[config.mk]
export PLATFORM = sky130hd
export DESIGN_NAME = fifo_wr_arbiter
export DESIGN_NICKNAME = d
export VERILOG_FILES = /design/src/rtl/fifo_wr_arbiter.sv
export SDC_FILE = /design/constraint.sdc
export NUM_CORES = 1
export LEC_CHECK = 0
export CAP_MARGIN = 20
export CORE_MARGIN = 1
export CORE_UTILIZATION = 29
export CTS_CLUSTER_SIZE = 24
export DETAILED_ROUTE_END_ITERATION = 12
export GPL_ROUTABILITY_DRIVEN = 0
export PLACE_DENSITY = 0.79
export SLEW_MARGIN = 10
export SYNTH_ARGS = -nofsm -noshare
export SYNTH_HDL_FRONTEND = slang
export SYNTH_SLANG_ARGS = --single-unit
[constraint.sdc]
create_clock -name clk -period 2.3 [get_ports clk]
set_input_delay 0.575 -clock clk [delete_from_list [all_inputs] [get_ports clk]]
set_output_delay 0.575 -clock clk [all_outputs]
set_load 0.005 [all_outputs]
[src/rtl/fifo_wr_arbiter.sv]
// Round-robin write-side arbiter sharing one synchronous FIFO between NUM_REQ producers.
// Each grant allows at most BURST_LEN accepted beats; consumer pops pass straight through.
module fifo_wr_arbiter #(
    parameter int NUM_REQ    = 4,
    parameter int FIFO_WIDTH = 32,
    parameter int BURST_LEN  = 4,
    localparam int OW = (NUM_REQ > 1) ? $clog2(NUM_REQ) : 1
) (
    input  logic                          clk,
    input  logic                          rst_n,
    input  logic [NUM_REQ-1:0]            req_valid,
    input  logic [NUM_REQ*FIFO_WIDTH-1:0] req_data,
    output logic [NUM_REQ-1:0]            req_ready,
    input  logic                          pop_req,
    output logic                          pop_ack,
    input  logic                          fifo_full,
    input  logic                          fifo_empty,
    output logic                          fifo_cs,
    output logic                          fifo_wr_en,
    output logic                          fifo_rd_en,
    output logic [FIFO_WIDTH-1:0]         fifo_data_in,
    output logic                          busy,
    output logic [OW-1:0]                 owner_id
);
    localparam int CW = $clog2(BURST_LEN + 1);
    localparam logic [CW-1:0] LAST_BEAT = CW'(BURST_LEN - 1);

    typedef enum logic {IDLE, GRANT} state_t;

    state_t              state_q, state_d;
    logic [OW-1:0]       owner_q, owner_d, search_owner;
    logic [CW-1:0]       beat_q, beat_d;
    logic [NUM_REQ-1:0]  owner_onehot;
    logic [FIFO_WIDTH-1:0] lane_data;
    logic                own_valid;
    logic                wr_fire;

    // Lowest offset after the last owner wins; the last owner itself is tried last.
    always_comb begin
        logic [OW-1:0] idx;
        idx          = '0;
        search_owner = owner_q;
        for (int i = NUM_REQ; i >= 1; i--) begin
            idx = OW'((int'(owner_q) + i) % NUM_REQ);
            if (req_valid[idx]) search_owner = idx;
        end
    end

    always_comb begin
        owner_onehot = '0;
        lane_data    = '0;
        for (int i = 0; i < NUM_REQ; i++) begin
            owner_onehot[i] = (owner_q == OW'(i));
            if (owner_q == OW'(i)) lane_data = req_data[i*FIFO_WIDTH +: FIFO_WIDTH];
        end
    end

    assign busy      = (state_q == GRANT);
    assign own_valid = |(req_valid & owner_onehot);
    assign wr_fire   = busy && own_valid && !fifo_full;

    always_comb begin
        state_d = state_q;
        owner_d = owner_q;
        beat_d  = beat_q;
        case (state_q)
            IDLE: begin
                if (|req_valid) begin
                    owner_d = search_owner;
                    beat_d  = '0;
                    state_d = GRANT;
                end
            end
            GRANT: begin
                if (!own_valid) begin
                    state_d = IDLE;
                end else if (wr_fire) begin
                    beat_d = beat_q + CW'(1);
                    if (beat_q == LAST_BEAT) state_d = IDLE;
                end
            end
            default: state_d = IDLE;
        endcase
    end

    always_ff @(posedge clk or negedge rst_n) begin
        if (!rst_n) begin
            state_q <= IDLE;
            owner_q <= OW'(NUM_REQ - 1);
            beat_q  <= '0;
        end else begin
            state_q <= state_d;
            owner_q <= owner_d;
            beat_q  <= beat_d;
        end
    end

    // The read path and owner index are gated by rst_n so every output reads 0 during reset.
    assign req_ready    = (busy && !fifo_full) ? owner_onehot : '0;
    assign fifo_wr_en   = wr_fire;
    assign fifo_data_in = busy ? lane_data : '0;
    assign fifo_rd_en   = rst_n && pop_req && !fifo_empty;
    assign pop_ack      = fifo_rd_en;
    assign fifo_cs      = fifo_wr_en || fifo_rd_en;
    assign owner_id     = rst_n ? owner_q : '0;

endmodule

==> results_dict.tcl, run 1 <==
set metrics [dict create \
    syn_to_final_growth_pct 151 \
    rsz0062_at_grt "true" \
    peakVddDrop_v 0.000719 \
    grt_max_degree 18 \
    antenna_found_initial 0 \
    outcome "finished, violations left" \
    syn_avg_cell_area_sq_um 6.99 \
    violations "negative setup slack" \
    fin_setup_tns_ns -9.32 \
    num_rows 30 \
    h-tree-depth 1 \
    synth-seq-area-share_pct 7.54 \
    drive_gt1_share_pct 39.8 \
    hold_violations 0 \
    p_comb_share_pct 93.7 \
    final_cell_mix "clkdlybuf4s50_1, buf_4, buf_2, nand2_1, inv_1" \
    worst_hold_slack_ns 0.425 \
    synthCells 290 \
    fin_area_sq_um 5080 \
    layout_commonest_cell "clkdlybuf4s50_1" \
    cp_max_fo 7 \
    cp-end-kind "output pin" \
    yosysTopAreaCell "a221oi_1" \
    skew_ns 0.00650 \
    placedCellCount 552 \
    yosysWarnings 0 \
    clockRootBuffer "clkbuf_8" \
    dieArea_sq_um 7320 \
    wl_per_cell_um 18.6 \
    grt_overflow 0 \
    worst_slack_ns -0.386 \
    hpwlAfterDp_um 6850 \
    synth_top_area_share_pct 14.7 \
    p_switching_w 0.00264 \
    grt.total_usage_pct 28.9 \
    worst_pin_slew_ns 0.303 \
    viasPerCell 5.40 \
    instances_no_fill 607 \
    synth-seq-cells 6 \
    crit_type "reg -> out" \
    setup_violations 36 \
    detail-route-antenna-nets 0 \
    syn_area_sq_um 2030 \
    slew_headroom_pct 79.3 \
    syn_nets 433 \
    core-area_sq_um 6760 \
    synthTopCellsByArea "a221oi_1, a211o_1, a21boi_1" \
    clkTransAtPathRegs_ns 0.04 \
    yosysUniqueCellTypes 46 \
    die_h_um 85.6 \
    io_buffers 179 \
    numCtsBuffers 3 \
    dr_wl_met3_um 645 \
    highest_layer "met4" \
    die_w_um 85.6 \
    cap_violations 0 \
    ios 180 \
    finalWirelength_um 11300 \
    clock-sinks 6 \
    multiInputGateArea_sq_um 1990 \
    min_period_ns 2.69 \
    cp_data_required_time_ns 1.73 \
    seq_power_share_pct 3.5 \
    nets 671 \
    grt_pass1_vias 3298 \
    initial_core_util_pct 30.0 \
    cell_internal_pwr_w 0.00366 \
    num_vias 3279 \
    synth_top_flop_cell "dfrtp_1" \
    regArea_sq_um 153 \
    place_area_sq_um 4050 \
    async_flop_share_pct 100 \
    arrival_ns 2.11 \
    fillerInstances 450 \
    grt_pass1_wl_um 16600 \
    p_sw_share_pct 41.9 \
    drt-met1-wl_um 4450 \
    p_per_area_nw_per_um2 1240 \
    dr_wl_met2_um 5890 \
    clockBufferDepth 2 \
    insertion_delay_ns 0.24 \
    drc 0 \
    start_kind "register" \
    first_pass_iters 4 \
    synth_edf_count 0 \
    slew_violations 0 \
    hp-class "in -> async" \
    max_freq_mhz 372 \
    fin_crit_sh_pct 117 \
    first_iter_violations 110 \
    diodes 0 \
    leakage_nw 2.31 \
    cts_tree "built" \
    pwr-share-clk_pct 2.8 \
    cts_hold_buf 0 \
]
[power groups by stage]
stage / Combinational, W / Sequential (W) / Clock [W]
after global routing: 0.00624 / 0.000228 / 0.000190
final: 0.00590 / 0.000221 / 0.000177
after detailed placement: 0.00393 / 0.000216 / 0
after CTS: 0.00534 / 0.000221 / 0.000176
after global placement: 0.00387 / 0.000212 / 0
after floorplan: 0.00219 / 0.000197 / 0
[final timing paths]
| check | end | from | cells after the start | slack, ns |
|---|---|---|---|---|
| worst max register to register | busy | owner_q[1] | 16 | -0.09 |
| max in group asynchronous | owner_q[1] | rst_n | 2 | 1.67 |
| worst max-delay path | fifo_data_in[25] | owner_q[1] | 9 | -0.39 |
| min in group clk | beat_q[2] | beat_q[2] | 1 | 0.50 |
| worst min-delay path | beat_q[0] | rst_n | 2 | 0.43 |
| worst min register to register | beat_q[2] | beat_q[2] | 1 | 0.50 |
[area by class of cell]
class                           instances  area share (%)
Clock buffer                            4           0.886
Inverter                               38            2.86
Multi-Input combinational cell        213            39.2
Sequential cell                         6            3.00
Tap cell                               80            1.97
Timing Repair Buffer                  266            52.1
[per-layer routing]
| layer | vias to the layer above | GRT usage [%] |
|---|---|---|
| li1 | 1540 | - |
| met4 | 0 | 10.5 |
| met1 | 1565 | 32.5 |
| met2 | 147 | 54.9 |
| met5 | - | 0 |
| met3 | 27 | 4.33 |
[cells by family (layout without fill, tap and decap cells)]
logic type	count (synthesis)	count (layout)	synth area share, %
adder cells (fa/ha/maj)	6	6	3.71
AO/OA/AOI/OAI	115	115	47.1
buffers and inverters	71	308	16.2
multiplexers	4	4	2.04
flip-flops	6	6	7.54
AND/OR/NAND/NOR	88	88	23.5
[flip-flops by register name, summed over array words and instances (netlist names)]
| name | count |
|---|---|
| busy | 1 |
| beat_q | 3 |
| owner_q | 2 |
[what timing repair did]
item | 4_1_cts | 5_1_grt
pin swaps | 66 | 21
endpoints found under the setup margin | 42 | 38
buffers inserted | 32 | 14
gates resized for setup | 240 | 45
gates cloned | 10 | 1
[critical path, cell delays in order (launching register included)]
cell      delay (ns)
dfstp_2         0.54
inv_2           0.06
ha_4            0.21
buf_12          0.14
buf_16          0.13
and2b_1         0.20
a221oi_2        0.05
a211o_1         0.28
a21boi_2        0.15
buf_2           0.12
[through the flow]
step	util, %	worst slack (ns)	total power, W
2_1_floorplan	-	0.0277	0.00239
3_3_place_gp	59.9	-0.815	0.00408
3_5_place_dp	59.9	-0.780	0.00415
4_1_cts	71.4	-0.321	0.00574
5_1_grt	75.2	-0.460	0.00666
6_report	75.2	-0.386	0.00630
[synth_stat cells, types with 2 or more instances]
master    instances
dfstp_2           2
nor2_1            2
nor4_1            2
buf_6             6
clkbuf_1         17
and2b_1          11
buf_4             2
nor2b_1          22
dfrtp_1           4
buf_2             7
a21boi_1         28
a21boi_0          4
ha_1              6
inv_1            37
and2_1            6
a221oi_1         34
mux2i_1           3
a211o_1          32
o21ai_0           3
nand2_1          36
Note: power is estimated with default switching activity, not from simulation.
==> inputs of run 2 (changes only) <==
Settings changed: TNS_END_PERCENT set to 10.
==> results_dict.tcl, run 2 (synthesis gave the netlist of run 1 again) <==
set metrics [dict create \
    outcome "finished, violations left" \
    violations "negative setup slack" \
    cp-end-kind "output pin" \
    peakVddDrop_v 0.000594 \
    fin_area_sq_um 4530 \
    p_comb_share_pct 92.7 \
    regMostFlops "beat_q" \
    antenna_found_initial 0 \
    cap_violations 0 \
    clockBufferDepth 2 \
    insertion_delay_ns 0.22 \
    placedCellCount 555 \
    grt_use_met2_pct 48.4 \
    numCtsBuffers 3 \
    clkTransAtPathRegs_ns 0.04 \
    cts_hold_buf 0 \
    slew_violations 0 \
    max_freq_mhz 384 \
    min_period_ns 2.60 \
    first_iter_violations 63 \
    worst_hold_slack_ns 0.441 \
    instances_no_fill 573 \
    worst_slack_ns -0.301 \
    top_usage_layer "met2" \
    setup_violations 34 \
    num_vias 2998 \
    crit_type "reg -> out" \
    p_switching_w 0.00221 \
    slew_headroom_pct 78.4 \
    fin_crit_sh_pct 113 \
    largest_reg_flops 3 \
    core-area_sq_um 6760 \
    die_h_um 85.6 \
    die_w_um 85.6 \
    cp_data_required_time_ns 1.73 \
    post-place-ws_ns -0.658 \
    met3_usage_pct 4.52 \
    hpwlAfterDp_um 6720 \
    grt_pass1_vias 3004 \
    cell_internal_pwr_w 0.00289 \
    grt_max_degree 26 \
    syn_to_final_growth_pct 123 \
    initial_core_util_pct 30.0 \
    detail-route-antenna-nets 0 \
    hold_violations 0 \
    h-tree-depth 1 \
    io_buffers 179 \
    grt_pass1_wl_um 14400 \
    skew_ns 0.00210 \
    first_pass_iters 4 \
    seq_power_share_pct 4.2 \
    cts_tree "built" \
    viasPerCell 5.23 \
    start_kind "register" \
    final_cell_mix "clkdlybuf4s50_1, nand2_1, inv_1, buf_4" \
    num_rows 30 \
    fillerInstances 584 \
    wl_per_cell_um 16.5 \
    p_sw_share_pct 43.2 \
    nets 638 \
    ios 180 \
    layout_commonest_cell "clkdlybuf4s50_1" \
    p_per_area_nw_per_um2 1130 \
    drive_gt1_share_pct 30.8 \
    grtUsageMet1_pct 27.0 \
    cp_max_fo 7 \
    leakage_nw 2.10 \
    pwr-share-clk_pct 3.1 \
    clock-sinks 6 \
    arrival_ns 2.03 \
    clockRootBuffer "clkbuf_8" \
    grt.total_usage_pct 24.5 \
    grt_overflow 0 \
    diodes 0 \
    dieArea_sq_um 7320 \
    place_area_sq_um 4130 \
    rsz0062_at_grt "true" \
    finalWirelength_um 9460 \
    hp-class "in -> async" \
    worst_pin_slew_ns 0.316 \
    drc 0 \
]
[run 2: final timing paths]
path	cells past startpoint	slack, ns	from	end
worst min register to register	1	0.53	beat_q[2]	beat_q[2]
worst max-delay path	8	-0.30	owner_q[0]	fifo_data_in[10]
min in group clk	1	0.53	beat_q[2]	beat_q[2]
max in group asynchronous	2	1.66	rst_n	owner_q[1]
worst min-delay path	2	0.44	rst_n	beat_q[0]
worst max register to register	11	0.35	owner_q[1]	beat_q[1]
[run 2: metal layers]
metal / wire [um] / vias to the layer above / part of all wire, %
met2: 5050 / 110 / 53
met3: 718 / 6 / 7.6
met1: 3620 / 1424 / 38
met5: 0 / - / 0
li1: - / 1458 / -
met4: 64 / 0 / 0.68
[run 2: worst max-delay path: stages (launching register included)]
cell and delay (ns):
dfstp_2 0.59, ha_4 0.22, buf_12 0.15, buf_6 0.12, buf_4 0.13, a221oi_2 0.06
a211o_1 0.26, a21boi_1 0.14, buf_2 0.13
[run 2: layout make-up]
cell class | instances | area [sq um] | share of cell area [%]
clock buffers | 3 | 41.3 | 0.912
inverters | 38 | 143 | 3.15
multi-input cells | 213 | 1850 | 40.8
flip-flops and latches | 6 | 153 | 3.37
well taps | 80 | 100 | 2.21
repair buffers | 233 | 2240 | 49.6
[run 2: timing repair]
action                     4_1_cts  5_1_grt
buffers inserted                12        1
setup endpoints to repair       42       37
resized for setup              183       35
pin swaps                       71        7
gates cloned                     3        0
[run 2: power groups by stage]
stage / Combinational, W / Clock [W] / Sequential [W]
final: 0.00473 / 0.000159 / 0.000212
after global routing: 0.00508 / 0.000171 / 0.000218
after CTS: 0.00466 / 0.000163 / 0.000211
after detailed placement: 0.00411 / 0 / 0.000212
after global placement: 0.00404 / 0 / 0.000207
after floorplan: 0.00219 / 0 / 0.000197
[run 2: through the flow]
| stage | utilization, % | setup TNS [ns] | total power [W] |
|---|---|---|---|
| floorplan | - | -0.0269 | 0.00239 |
| global placement | 61.2 | -16.52 | 0.00424 |
| detailed placement | 61.2 | -17.33 | 0.00432 |
| CTS | 66.5 | -8.40 | 0.00504 |
| global route | 67.0 | -10.39 | 0.00547 |
| finish | 67.0 | -7.59 | 0.00510 |
